<file path="config.mk">
export PLATFORM = sky130hd
export DESIGN_NAME = lcd_char_driver_flat
export DESIGN_NICKNAME = d
export VERILOG_FILES = /design/src/rtl/lcd_char_driver_pkg.sv /design/src/rtl/lcd_char_driver_if.sv /design/src/rtl/lcd_tick_gen.sv /design/src/rtl/lcd_char_driver.sv /design/src/flat_wrapper.sv
export SDC_FILE = /design/constraint.sdc
export NUM_CORES = 1
export LEC_CHECK = 0
export CAP_MARGIN = 20
export CORE_MARGIN = 2
export CORE_UTILIZATION = 35
export DETAILED_ROUTE_END_ITERATION = 6
export GPL_TIMING_DRIVEN = 0
export SLEW_MARGIN = 30
export SYNTH_ARGS = -nofsm -noshare
export SYNTH_HDL_FRONTEND = slang
export SYNTH_SLANG_ARGS = --single-unit
</file>
<file path="constraint.sdc">
create_clock -name clk -period 5.9 [get_ports clk]
set_clock_uncertainty 0.1 [all_clocks]
set_input_delay 1.77 -clock clk [delete_from_list [all_inputs] [get_ports clk]]
set_output_delay 1.77 -clock clk [all_outputs]
set_load 0.03 [all_outputs]
</file>
<file path="src/rtl/lcd_char_driver_pkg.sv">
// rtl/lcd_char_driver_pkg.sv - shared states, phases and HD44780 command constants
package lcd_char_driver_pkg;

    typedef enum logic [2:0] {
        ST_POWER_UP,
        ST_INIT,
        ST_L1_ADDR,
        ST_L1_CHAR,
        ST_L2_ADDR,
        ST_L2_CHAR
    } lcd_state_e;

    // PH_WAIT is the idle gap after the clear command, outside any write
    typedef enum logic [1:0] {
        PH_SETUP,
        PH_STROBE,
        PH_HOLD,
        PH_WAIT
    } lcd_phase_e;

    localparam logic [7:0] CMD_FUNC_SET = 8'h38;
    localparam logic [7:0] CMD_DISP_ON  = 8'h0C;
    localparam logic [7:0] CMD_ENTRY    = 8'h06;
    localparam logic [7:0] CMD_CLEAR    = 8'h01;
    localparam logic [7:0] CMD_LINE1    = 8'h80;
    localparam logic [7:0] CMD_LINE2    = 8'hC0;

    localparam logic [1:0] INIT_LAST     = 2'd3;
    localparam logic [4:0] SLOT_L1_FIRST = 5'd0;
    localparam logic [4:0] SLOT_L1_LAST  = 5'd15;
    localparam logic [4:0] SLOT_L2_FIRST = 5'd16;
    localparam logic [4:0] SLOT_L2_LAST  = 5'd31;

    function automatic logic [7:0] init_cmd(input logic [1:0] step);
        logic [7:0] cmd;
        case (step)
            2'd0:    cmd = CMD_FUNC_SET;
            2'd1:    cmd = CMD_DISP_ON;
            2'd2:    cmd = CMD_ENTRY;
            default: cmd = CMD_CLEAR;
        endcase
        return cmd;
    endfunction

endpackage

</file>
<file path="src/rtl/lcd_char_driver_if.sv">
// rtl/lcd_char_driver_if.sv - mode-stage request/response plus HD44780 bus
interface lcd_char_driver_if;
    logic [7:0] char_in;
    logic [4:0] index;
    logic       lcd_rs;
    logic       lcd_rw;
    logic       lcd_e;
    logic [7:0] lcd_data;
    logic       frame_done;

    modport master (
        input  char_in,
        output index,
        output lcd_rs,
        output lcd_rw,
        output lcd_e,
        output lcd_data,
        output frame_done
    );

    modport slave (
        output char_in,
        input  index,
        input  lcd_rs,
        input  lcd_rw,
        input  lcd_e,
        input  lcd_data,
        input  frame_done
    );
endinterface

</file>
<file path="src/rtl/lcd_tick_gen.sv">
// rtl/lcd_tick_gen.sv - free-running divider producing the LCD step tick
module lcd_tick_gen #(
    parameter int unsigned TICK_DIV = 50000
) (
    input  logic clk,
    input  logic rst,
    output logic tick_o
);

    localparam int unsigned CW = (TICK_DIV > 1) ? $clog2(TICK_DIV) : 1;
    localparam logic [CW-1:0] CNT_LAST = CW'(TICK_DIV - 1);

    logic [CW-1:0] cnt_q;
    logic [CW-1:0] cnt_d;

    always_comb begin
        cnt_d = cnt_q + CW'(1);
        if (cnt_q == CNT_LAST) begin
            cnt_d = '0;
        end
    end

    always_ff @(posedge clk) begin
        if (!rst) begin
            cnt_q <= '0;
        end else begin
            cnt_q <= cnt_d;
        end
    end

    // The step happens on the edge where the counter wraps back to 0
    assign tick_o = (cnt_q == CNT_LAST);

endmodule

</file>
<file path="src/rtl/lcd_char_driver.sv">
// rtl/lcd_char_driver.sv - HD44780 8-bit init and 2x16 refresh sequencer
module lcd_char_driver
    import lcd_char_driver_pkg::*;
#(
    parameter int unsigned TICK_DIV   = 50000,
    parameter int unsigned POWER_WAIT = 20,
    parameter int unsigned CLEAR_WAIT = 2
) (
    input  logic                clk,
    input  logic                rst,
    lcd_char_driver_if.master   bus
);

    logic tick;

    lcd_tick_gen #(
        .TICK_DIV (TICK_DIV)
    ) u_tick_gen (
        .clk    (clk),
        .rst    (rst),
        .tick_o (tick)
    );

    lcd_state_e  state_q, state_d;
    lcd_phase_e  phase_q, phase_d;
    logic [15:0] wait_q, wait_d;
    logic [1:0]  step_q, step_d;
    logic [4:0]  index_q, index_d;
    logic        rs_q, rs_d;
    logic        e_q, e_d;
    logic [7:0]  data_q, data_d;
    logic        frame_done_q, frame_done_d;
    logic        char_state;

    assign char_state = (state_q == ST_L1_CHAR) || (state_q == ST_L2_CHAR);

    always_ff @(posedge clk) begin
        if (!rst) begin
            state_q      <= ST_POWER_UP;
            phase_q      <= PH_SETUP;
            wait_q       <= '0;
            step_q       <= '0;
            index_q      <= '0;
            rs_q         <= 1'b0;
            e_q          <= 1'b0;
            data_q       <= '0;
            frame_done_q <= 1'b0;
        end else begin
            state_q      <= state_d;
            phase_q      <= phase_d;
            wait_q       <= wait_d;
            step_q       <= step_d;
            index_q      <= index_d;
            rs_q         <= rs_d;
            e_q          <= e_d;
            data_q       <= data_d;
            frame_done_q <= frame_done_d;
        end
    end

    always_comb begin
        state_d      = state_q;
        phase_d      = phase_q;
        wait_d       = wait_q;
        step_d       = step_q;
        index_d      = index_q;
        rs_d         = rs_q;
        e_d          = e_q;
        data_d       = data_q;
        frame_done_d = 1'b0;

        if (tick) begin
            if (state_q == ST_POWER_UP) begin
                if (32'(wait_q) + 32'd1 >= POWER_WAIT) begin
                    state_d = ST_INIT;
                    phase_d = PH_SETUP;
                    wait_d  = '0;
                    step_d  = '0;
                    rs_d    = 1'b0;
                    data_d  = init_cmd(2'd0);
                end else begin
                    wait_d = wait_q + 16'd1;
                end
            end else begin
                case (phase_q)
                    PH_SETUP: begin
                        phase_d = PH_STROBE;
                        e_d     = 1'b1;
                        // Latching here keeps the strobed byte immune to later char_in churn
                        if (char_state) begin
                            data_d = bus.char_in;
                        end
                    end
                    PH_STROBE: begin
                        phase_d = PH_HOLD;
                        e_d     = 1'b0;
                    end
                    PH_HOLD: begin
                        phase_d = PH_SETUP;
                        case (state_q)
                            ST_INIT: begin
                                if (step_q != INIT_LAST) begin
                                    step_d = step_q + 2'd1;
                                    data_d = init_cmd(step_q + 2'd1);
                                end else if (CLEAR_WAIT == 0) begin
                                    state_d = ST_L1_ADDR;
                                    data_d  = CMD_LINE1;
                                end else begin
                                    phase_d = PH_WAIT;
                                    wait_d  = '0;
                                end
                            end
                            ST_L1_ADDR: begin
                                state_d = ST_L1_CHAR;
                                rs_d    = 1'b1;
                                index_d = SLOT_L1_FIRST;
                            end
                            ST_L1_CHAR: begin
                                if (index_q == SLOT_L1_LAST) begin
                                    state_d = ST_L2_ADDR;
                                    rs_d    = 1'b0;
                                    data_d  = CMD_LINE2;
                                end else begin
                                    index_d = index_q + 5'd1;
                                end
                            end
                            ST_L2_ADDR: begin
                                state_d = ST_L2_CHAR;
                                rs_d    = 1'b1;
                                index_d = SLOT_L2_FIRST;
                            end
                            ST_L2_CHAR: begin
                                if (index_q == SLOT_L2_LAST) begin
                                    state_d      = ST_L1_ADDR;
                                    rs_d         = 1'b0;
                                    data_d       = CMD_LINE1;
                                    index_d      = SLOT_L1_FIRST;
                                    frame_done_d = 1'b1;
                                end else begin
                                    index_d = index_q + 5'd1;
                                end
                            end
                            default: begin
                                state_d = ST_POWER_UP;
                                wait_d  = '0;
                            end
                        endcase
                    end
                    default: begin
                        if (32'(wait_q) + 32'd1 >= CLEAR_WAIT) begin
                            state_d = ST_L1_ADDR;
                            phase_d = PH_SETUP;
                            wait_d  = '0;
                            rs_d    = 1'b0;
                            data_d  = CMD_LINE1;
                        end else begin
                            wait_d = wait_q + 16'd1;
                        end
                    end
                endcase
            end
        end
    end

    assign bus.index      = index_q;
    assign bus.lcd_rs     = rs_q;
    assign bus.lcd_rw     = 1'b0;
    assign bus.lcd_e      = e_q;
    assign bus.lcd_data   = (char_state && (phase_q == PH_SETUP)) ? bus.char_in : data_q;
    assign bus.frame_done = frame_done_q;

endmodule

</file>
<file path="src/flat_wrapper.sv">
// flat-port wrapper written by rule: the top's interface ports become plain ports
module lcd_char_driver_flat import lcd_char_driver_pkg::*;
#(
    parameter int unsigned TICK_DIV   = 50000,
    parameter int unsigned POWER_WAIT = 20,
    parameter int unsigned CLEAR_WAIT = 2
)
  (clk, rst, bus_char_in, bus_index, bus_lcd_rs, bus_lcd_rw, bus_lcd_e, bus_lcd_data, bus_frame_done);
  lcd_char_driver_if bus_i ();
  input  logic clk;
  input  logic rst;
  input wire logic [$bits(bus_i.char_in)-1:0] bus_char_in;
  output wire logic [$bits(bus_i.index)-1:0] bus_index;
  output wire logic [$bits(bus_i.lcd_rs)-1:0] bus_lcd_rs;
  output wire logic [$bits(bus_i.lcd_rw)-1:0] bus_lcd_rw;
  output wire logic [$bits(bus_i.lcd_e)-1:0] bus_lcd_e;
  output wire logic [$bits(bus_i.lcd_data)-1:0] bus_lcd_data;
  output wire logic [$bits(bus_i.frame_done)-1:0] bus_frame_done;
  assign bus_i.char_in = bus_char_in;
  assign bus_index = bus_i.index;
  assign bus_lcd_rs = bus_i.lcd_rs;
  assign bus_lcd_rw = bus_i.lcd_rw;
  assign bus_lcd_e = bus_i.lcd_e;
  assign bus_lcd_data = bus_i.lcd_data;
  assign bus_frame_done = bus_i.frame_done;
  lcd_char_driver #(.TICK_DIV(TICK_DIV), .POWER_WAIT(POWER_WAIT), .CLEAR_WAIT(CLEAR_WAIT)) u_core (.clk(clk), .rst(rst), .bus(bus_i));
endmodule
</file>
# Word-level counts from Yosys, hierarchy flattened
# Index checks and enable logic that the tools add are counted.
[totals] elab_cells=120 regBits=55 in_bits=10 output_inout_bits=17
[classes] magnitude_cmp=2 n_mux=46 n_bitwise=5 n_reduce_logical=26 n_addsub=5 eq_ne=26
[op_table] operator="$mux W16" n=4
[op_table] operator="$mux W8" n=8
[op_table] operator="$pmux W16 S2" n=2
[op_table] operator="$pmux W8 S3" n=2
[op_table] operator="$add A16 B1 Y16 const B" n=2
[op_table] operator="$ge A32 B2 Y1 const B" n=1
[op_table] operator="$ge A32 B5 Y1 const B" n=1
[op_table] operator="$pmux W5 S4" n=1
[op_table] operator="$mux W2" n=9
[op_table] operator="$pmux W6 S3" n=1
[op_table] operator="$add A16 B1 Y17 const B" n=1
[op_table] operator="$eq A16 B16 Y1 const B" n=1
[op_table] operator="$mux W3" n=5
[op_table] operator="$pmux W3 S5" n=1
[op_table] operator="$reduce_and A7 Y1" n=2
[op_table] operator="$mux W5" n=2
[op_table] operator="$ne A5 B2 Y1 const B" n=2
[op_table] operator="$reduce_and A5 Y1" n=2
[op_table] operator="$reduce_and A9 Y1" n=1
[op_table] operator="$ne A4 B4 Y1 const B" n=2
[op_table] operator="$reduce_bool A2 Y1" n=4
[op_table] operator="$reduce_bool A4 Y1" n=2
[op_table] operator="$eq A3 B2 Y1 const B" n=2
[op_table] operator="$eq A3 B3 Y1 const B" n=2
[op_table] operator="other kinds (30)" n=50

# Depth between registers and ports, before layout
# Gate-level depths: netlist of run 1.
[logic_depth] ltp_word=7 ltp_mapped=10

# Modules after synthesis
# Synthesis of run 1 repeated with hierarchy kept, for this count alone.
[unflattened] hier_cells=408 area_unflattened_um2=3353.2
[modules_own_cells] module="lcd_char_driver" cells_per_inst=329 seq_area_each_um2=780.7 area_each_um2=2628.8 n_inst=1
[modules_own_cells] module="lcd_tick_gen" cells_per_inst=79 seq_area_each_um2=320.3 area_each_um2=724.4 n_inst=1

# Worst setup path after synthesis of run 1
# Ideal clock, no wire load.
[synth_path] kind="in2out" from="input bus_char_in[0]" to="output bus_lcd_data[0]" n_path_buf=0 arrival_ns=2.102 path_stages=1 setup_slack_ns=1.928 cell_sequence="mux2_2"
[synth_via] elab_chain_cells=1
[synth_rtl] item="start, declared" line="flat_wrapper.sv:12" source="input wire logic [$bits(bus_i.char_in)-1:0] bus_char_in;"
[synth_rtl] item="$mux W8" line="lcd_char_driver.sv:169" source="assign bus.lcd_data = (char_state && (phase_q == PH_SETUP)) ? bus.char_in : data_q;"
[synth_rtl] item="end, declared" line="flat_wrapper.sv:17" source="output wire logic [$bits(bus_i.lcd_data)-1:0] bus_lcd_data;"
# Every way passes these cells.

# Worst setup path in the final report of run 1
[layout_path] from="input bus_char_in[7]" to="output bus_lcd_data[7]"
# Same word-level chain as after synthesis.

==> flow_summary.toml, run 1 <==
[worst_setup_path]
cp.arrival_ps = 3060
critical_path_class = "in2out"
cp_max_fo = 2
cp_data_required_time_ps = 4030
end_kind = "primary output"
start_kind = "primary input"

[clock_tree]
ctsHoldBuffers = 0
path_clk_slew_ps = 100
h-tree-depth = 2
root_buffer = "clkbuf_8"
post_cts_buffers = 0
clock_latency_ps = 310
clockBufferDepth = 2
clock-sinks = 55
tritoncts = "done"
cts_buffers = 5
cts-resized-gates = 0

[route]
firstDrtPassIters = 4
antenna_left = 0
routed_wl_mm = 7.43
wl_per_cell_um = 13.7
drt_iter0_drc = 160
vias = 2854
drcViolationCount = 0
routed_via_density = 5.26

[floorplanning]
num_io_pins = 27
rows = 35
dieArea_um2 = 10200
core_area_um2 = 9200
start_util_pct = 35.8
die_w_um = 101
die_h_um = 101

[power_and_ir_drop]
ir_drop_v = 0.0000962
power.density_nw_per_um2 = 171
p_leak_uw = 0.00139

[layout]
diodes = 0
final_util_pct = 41.2
syn_to_final_growth_pct = 14.8
stdcell_count = 543
nets = 456
final_common_cell = "dfxtp_1"
drive_gt1_share_pct = 10.2
layout_common_cells = "dfxtp_1 (55), nor2_1 (46), nand2_1 (33)"

[logic_synthesis]
syn_area_um2 = 3300
synth_compound_area_share_pct = 16.6
syn_nets = 424
synth-async-reset-ratio_pct = 0
yosys.area_share.adder_pct = 6.00
avgSynthCellArea_um2 = 8.26
synth-edff-count = 0
yosys-top-cells-area = "dfxtp_1 (33%), ha_1 (5.7%), nor2_1 (5.2%)"
yosys.area.top_type = "dfxtp_1"
synth_top_area_share_pct = 33.4
synthSimpleGateAreaFrac_pct = 28.5
synth_seq_cells = 55
synth_ff_type = "dfxtp_1"
yosysWarnings = 0
synthMuxAreaShare_pct = 3.95
ys_types = 58
ys_seq_area_share_pct = 33.4
syn_inst = 399
synth_top_family_by_area = "simple AND/OR/NAND/NOR gates"
synth_xor_area_share_pct = 6.38

[timing]
rsz0062_at_grt = "false"
final-hold-violation-count = 0
fmax_mhz = 203
worst_pin_slew_ps = 765
finalCriticalPeriod_ps = 4930
fin_crit_sh_pct = 83.5
relSlewSlack_pct = 48.6
finalSetupTns_ps = 0
setup_viol = 0
report.final.slew_viol_count = 0

[place]
dp.cells = 535
hpwl_mm = 5.52
place_congestion = 0.834
port_buffers = 25

[job]
cap_violations = 0

[global_route]
antenna_found_initial = 0
grt_usage_pct = 15.2
grt_max_degree = 19
grt_pass1_vias = 2674
grt_first_pass_wirelength_mm = 12.6
grt_overflow = 0

[status]
status = "finished clean"

[hold_path]
hold_class = "reg2reg"
[path summary, 6_finish.rpt]
path | slack, ps | cells past startpoint | start | endpoint
setup / recovery | 970 | 3 | bus_char_in[7] | bus_lcd_data[7]
hold / removal | 370 | 1 | u_core.data_q[1] | u_core.data_q[1]
setup reg to reg | 3360 | 9 | u_core.wait_q[0] | u_core.data_q[3]
hold reg to reg | 370 | 1 | u_core.data_q[1] | u_core.data_q[1]
[cell families after synthesis]
logic type / after synthesis
and+or+nand+nor: 172
adders and majority gates: 16
AOI/OAI and AO/OA: 82
xor gates and xnor gates: 24
DFF: 55
buffers and inverters: 37
other: 1
muxes: 12
[sequential cells by signal, indices dropped and copies added (netlist names), 2 cells and up]
| register | cells |
|---|---|
| u_core.data_q | 8 |
| u_core.step_q | 2 |
| u_core.phase_q | 2 |
| u_core.bus.index | 5 |
| u_core.state_q | 3 |
| u_core.wait_q | 16 |
| u_core.u_tick_gen.cnt_q | 16 |
[critical path: stages]
cell	delay, ps
clkdlybuf4s50_1	480
mux2_2	150
clkdlybuf4s50_1	660
[area by class of cell]
| class | count | area [um2] |
|---|---|---|
| Fill cell | 964 | 5410 |
| Multi-Input combinational cell | 307 | 2030 |
| Sequential cell | 55 | 1100 |
| Timing Repair Buffer | 25 | 250 |
| Tap cell | 111 | 139 |
| Buffer | 23 | 115 |
| Clock buffer | 6 | 82.6 |
| Inverter | 14 | 52.6 |
| Clock inverter | 2 | 17.5 |
[power breakdown]
group	switching, uW	internal (uW)
combinational	23.6	17.8
sequential	2.44	375
clock	132	98.6
total	158	491
[per-layer routing]
metal / share of wire (%) / global-route usage (%) / wire length, um / up-vias
met3: 3.3 / 3.12 / 249 / 8
met5: 0 / 0 / 0 / -
met4: 0.96 / 2.81 / 71 / 0
met1: 50 / 20.7 / 3710 / 1332
met2: 46 / 25.3 / 3400 / 33
li1: - / - / - / 1481
[cells in the mapped netlist, types with 2 or more instances]
cell type / instances
or3_1: 4
ha_1: 15
o41ai_1: 2
a31oi_1: 3
xnor2_1: 15
nand4_1: 11
and2_1: 3
xor2_1: 9
buf_2: 4
a21oi_1: 31
inv_1: 14
o22ai_1: 2
and4bb_2: 2
o21a_1: 4
nand3_1: 14
nand3_2: 3
nor4_1: 7
clkbuf_1: 13
nor2b_1: 2
nand2_1: 33
dfxtp_1: 55
a22oi_1: 4
nand2b_1: 6
nor2_1: 46
o31ai_1: 2
o21ai_0: 14
mux2_2: 8
nor3_1: 9
mux2i_1: 4
and3_1: 20
buf_4: 4
a221oi_1: 3
o2bb2ai_1: 8
[metrics by stage]
| stage | hold slack (ps) | power (uW) | setup WS (ps) | instance area [um2] |
|---|---|---|---|---|
| floorplan | 329 | 413 | 1930 | 3300 |
| global placement | 344 | 426 | 970 | 3680 |
| detailed placement | 345 | 427 | 968 | 3680 |
| CTS | 375 | 658 | 962 | 3780 |
| global route | 390 | 681 | 801 | 3780 |
| finish | 368 | 649 | 973 | 3780 |
Power figures use the tool's default switching activity.
==> run 2: changes to the inputs <==
Clock period 5.9 ns to 4.3 ns, I/O delays scaled along.
==> flow_summary.toml, run 2 (synthesized netlist as in run 1, its figures left out) <==
[status]
status = "finished clean"

[worst_setup_path]
cp_max_fo = 10
cp_slowest_stage_delay_ps = 590
slowest_stage = "clkdlybuf4s50_1"
critical_path_class = "reg2out"
end_kind = "primary output"
crit_path_start = "u_core.phase_q[0]"
reg2reg_from = "u_core.wait_q[0]"
critPathTopFamily = "buffers and inverters"
rrSetupSlack_ps = 1770
start_kind = "register"
worstPathCellList = "inv_1 > ha_1 > clkbuf_2 > and3_1 > mux2_2 > clkdlybuf4s50_1"
cp_data_required_time_ps = 2910
cp.arrival_ps = 2710
path_buf_inv = 3

[place]
place_congestion = 0.834
place_area_um2 = 3680
hpwl_mm = 5.52
port_buffers = 25

[route]
routed_wl_mm = 7.43
wl_per_cell_um = 13.7
drcViolationCount = 0
firstDrtPassIters = 4
antenna_left = 0
vias = 2845
routed_via_density = 5.25
drt_iter0_drc = 170

[layout]
drive_gt1_share_pct = 10.4
syn_to_final_growth_pct = 14.8
fin_area_um2 = 3780
final_util_pct = 41.1
final_common_cell = "dfxtp_1"
nets = 455
fillers = 966
reg_top3 = "u_core.u_tick_gen.cnt_q: 16 flops, u_core.wait_q: 16 flops, u_core.data_q: 8 flops"
diodes = 0
layout_common_cells = "dfxtp_1 (55), nor2_1 (46), nand2_1 (33)"

[timing]
finalCriticalPeriod_ps = 4100
finalSetupTns_ps = 0
rsz0062_at_grt = "false"
fmax_mhz = 244
worst_pin_slew_ps = 765
report.final.slew_viol_count = 0
final-hold-violation-count = 0
fin_crit_sh_pct = 95.3
whs_ps = 368
relSlewSlack_pct = 48.6
setup_viol = 0

[global_route]
grt_pass1_vias = 2674
grt_overflow = 0
grt_first_pass_wirelength_mm = 12.6
grt_usage_pct = 15.2
grt_max_degree = 19
antenna_found_initial = 0

[power_and_ir_drop]
p_int_uw = 674
power_uw = 888
p_leak_uw = 0.00139
combPwrFrac_pct = 6.4
power.density_nw_per_um2 = 235
clock_power_share_pct = 35.3
seqPwrFrac_pct = 58.3
switching_share_pct = 24.1
ir_drop_v = 0.000132
power.switching_uw = 214

[hold_path]
hp-start = "u_core.data_q[1]"
hold_class = "reg2reg"

[job]
cap_violations = 0

[clock_tree]
path_clk_slew_ps = 100
ctsHoldBuffers = 0
root_buffer = "clkbuf_8"
cts_buffers = 5
tritoncts = "done"
clock-sinks = 55
clock_latency_ps = 310
clockBufferDepth = 2
h-tree-depth = 2

[floorplanning]
start_util_pct = 35.8
rows = 35
core_area_um2 = 9200
die_h_um = 101
die_w_um = 101
num_io_pins = 27
dieArea_um2 = 10200
==> run 2: cell count changes in the layout (fill, tap and decap cells not counted), sizes merged <==
cell,before,now
clkbuf,20,19
==> run 2: final cells by class <==
type	instances	area, um2	area share, %
Buffer	22	113	2.98
Tap cell	111	139	3.67
Timing Repair Buffer	25	250	6.62
Clock buffer	6	82.6	2.18
Sequential cell	55	1100	29.1
Multi-Input combinational cell	307	2030	53.6
Inverter	14	52.6	1.39
Clock inverter	2	17.5	0.463
==> run 2: per-layer routing <==
metal / global-route usage [%] / routed length [um] / vias up
met5: 0 / 0 / -
met3: 3.12 / 179 / 7
met2: 25.3 / 3430 / 33
met4: 2.81 / 68 / 0
li1: - / - / 1478
met1: 20.7 / 3750 / 1327
==> run 2: metrics by stage <==
| step | instances | setup slack [ps] |
|---|---|---|
| 3_5_place_dp | 535 | 215 |
| 3_3_place_gp | 535 | 260 |
| 5_1_grt | 542 | 25.5 |
| 4_1_cts | 543 | 35.4 |
| 6_report | 542 | 202 |
| 2_1_floorplan | 399 | 1120 |
==> run 2: final timing paths <==
check / end / depth (start not counted)
max: bus_lcd_data[4] / 6
min: u_core.data_q[1] / 1
max reg2reg: u_core.data_q[3] / 9
min reg2reg: u_core.data_q[1] / 1
==> run 2: repair_timing <==
| action | in CTS | in global routing |
|---|---|---|
| setup endpoints to repair | 8 | 8 |
| setup buffers | 0 | 0 |
| resized for setup | 1 | 0 |
==> run 2: power by group through the flow <==
stage / sequential (uW) / combinational [uW] / clock, uW
after floorplan: 529 / 37.9 / 0
after global placement: 529 / 55.5 / 0
after detailed placement: 529 / 56.9 / 0
after CTS: 518 / 56.9 / 328
after global routing: 519 / 63.0 / 353
final: 518 / 56.8 / 314
==> run 3: changes to the inputs <==
Settings changed: HOLD_SLACK_MARGIN set to 0.02.
==> results of run 3 <==
The final DEF is identical to that of run 2; final timing and power are the same.
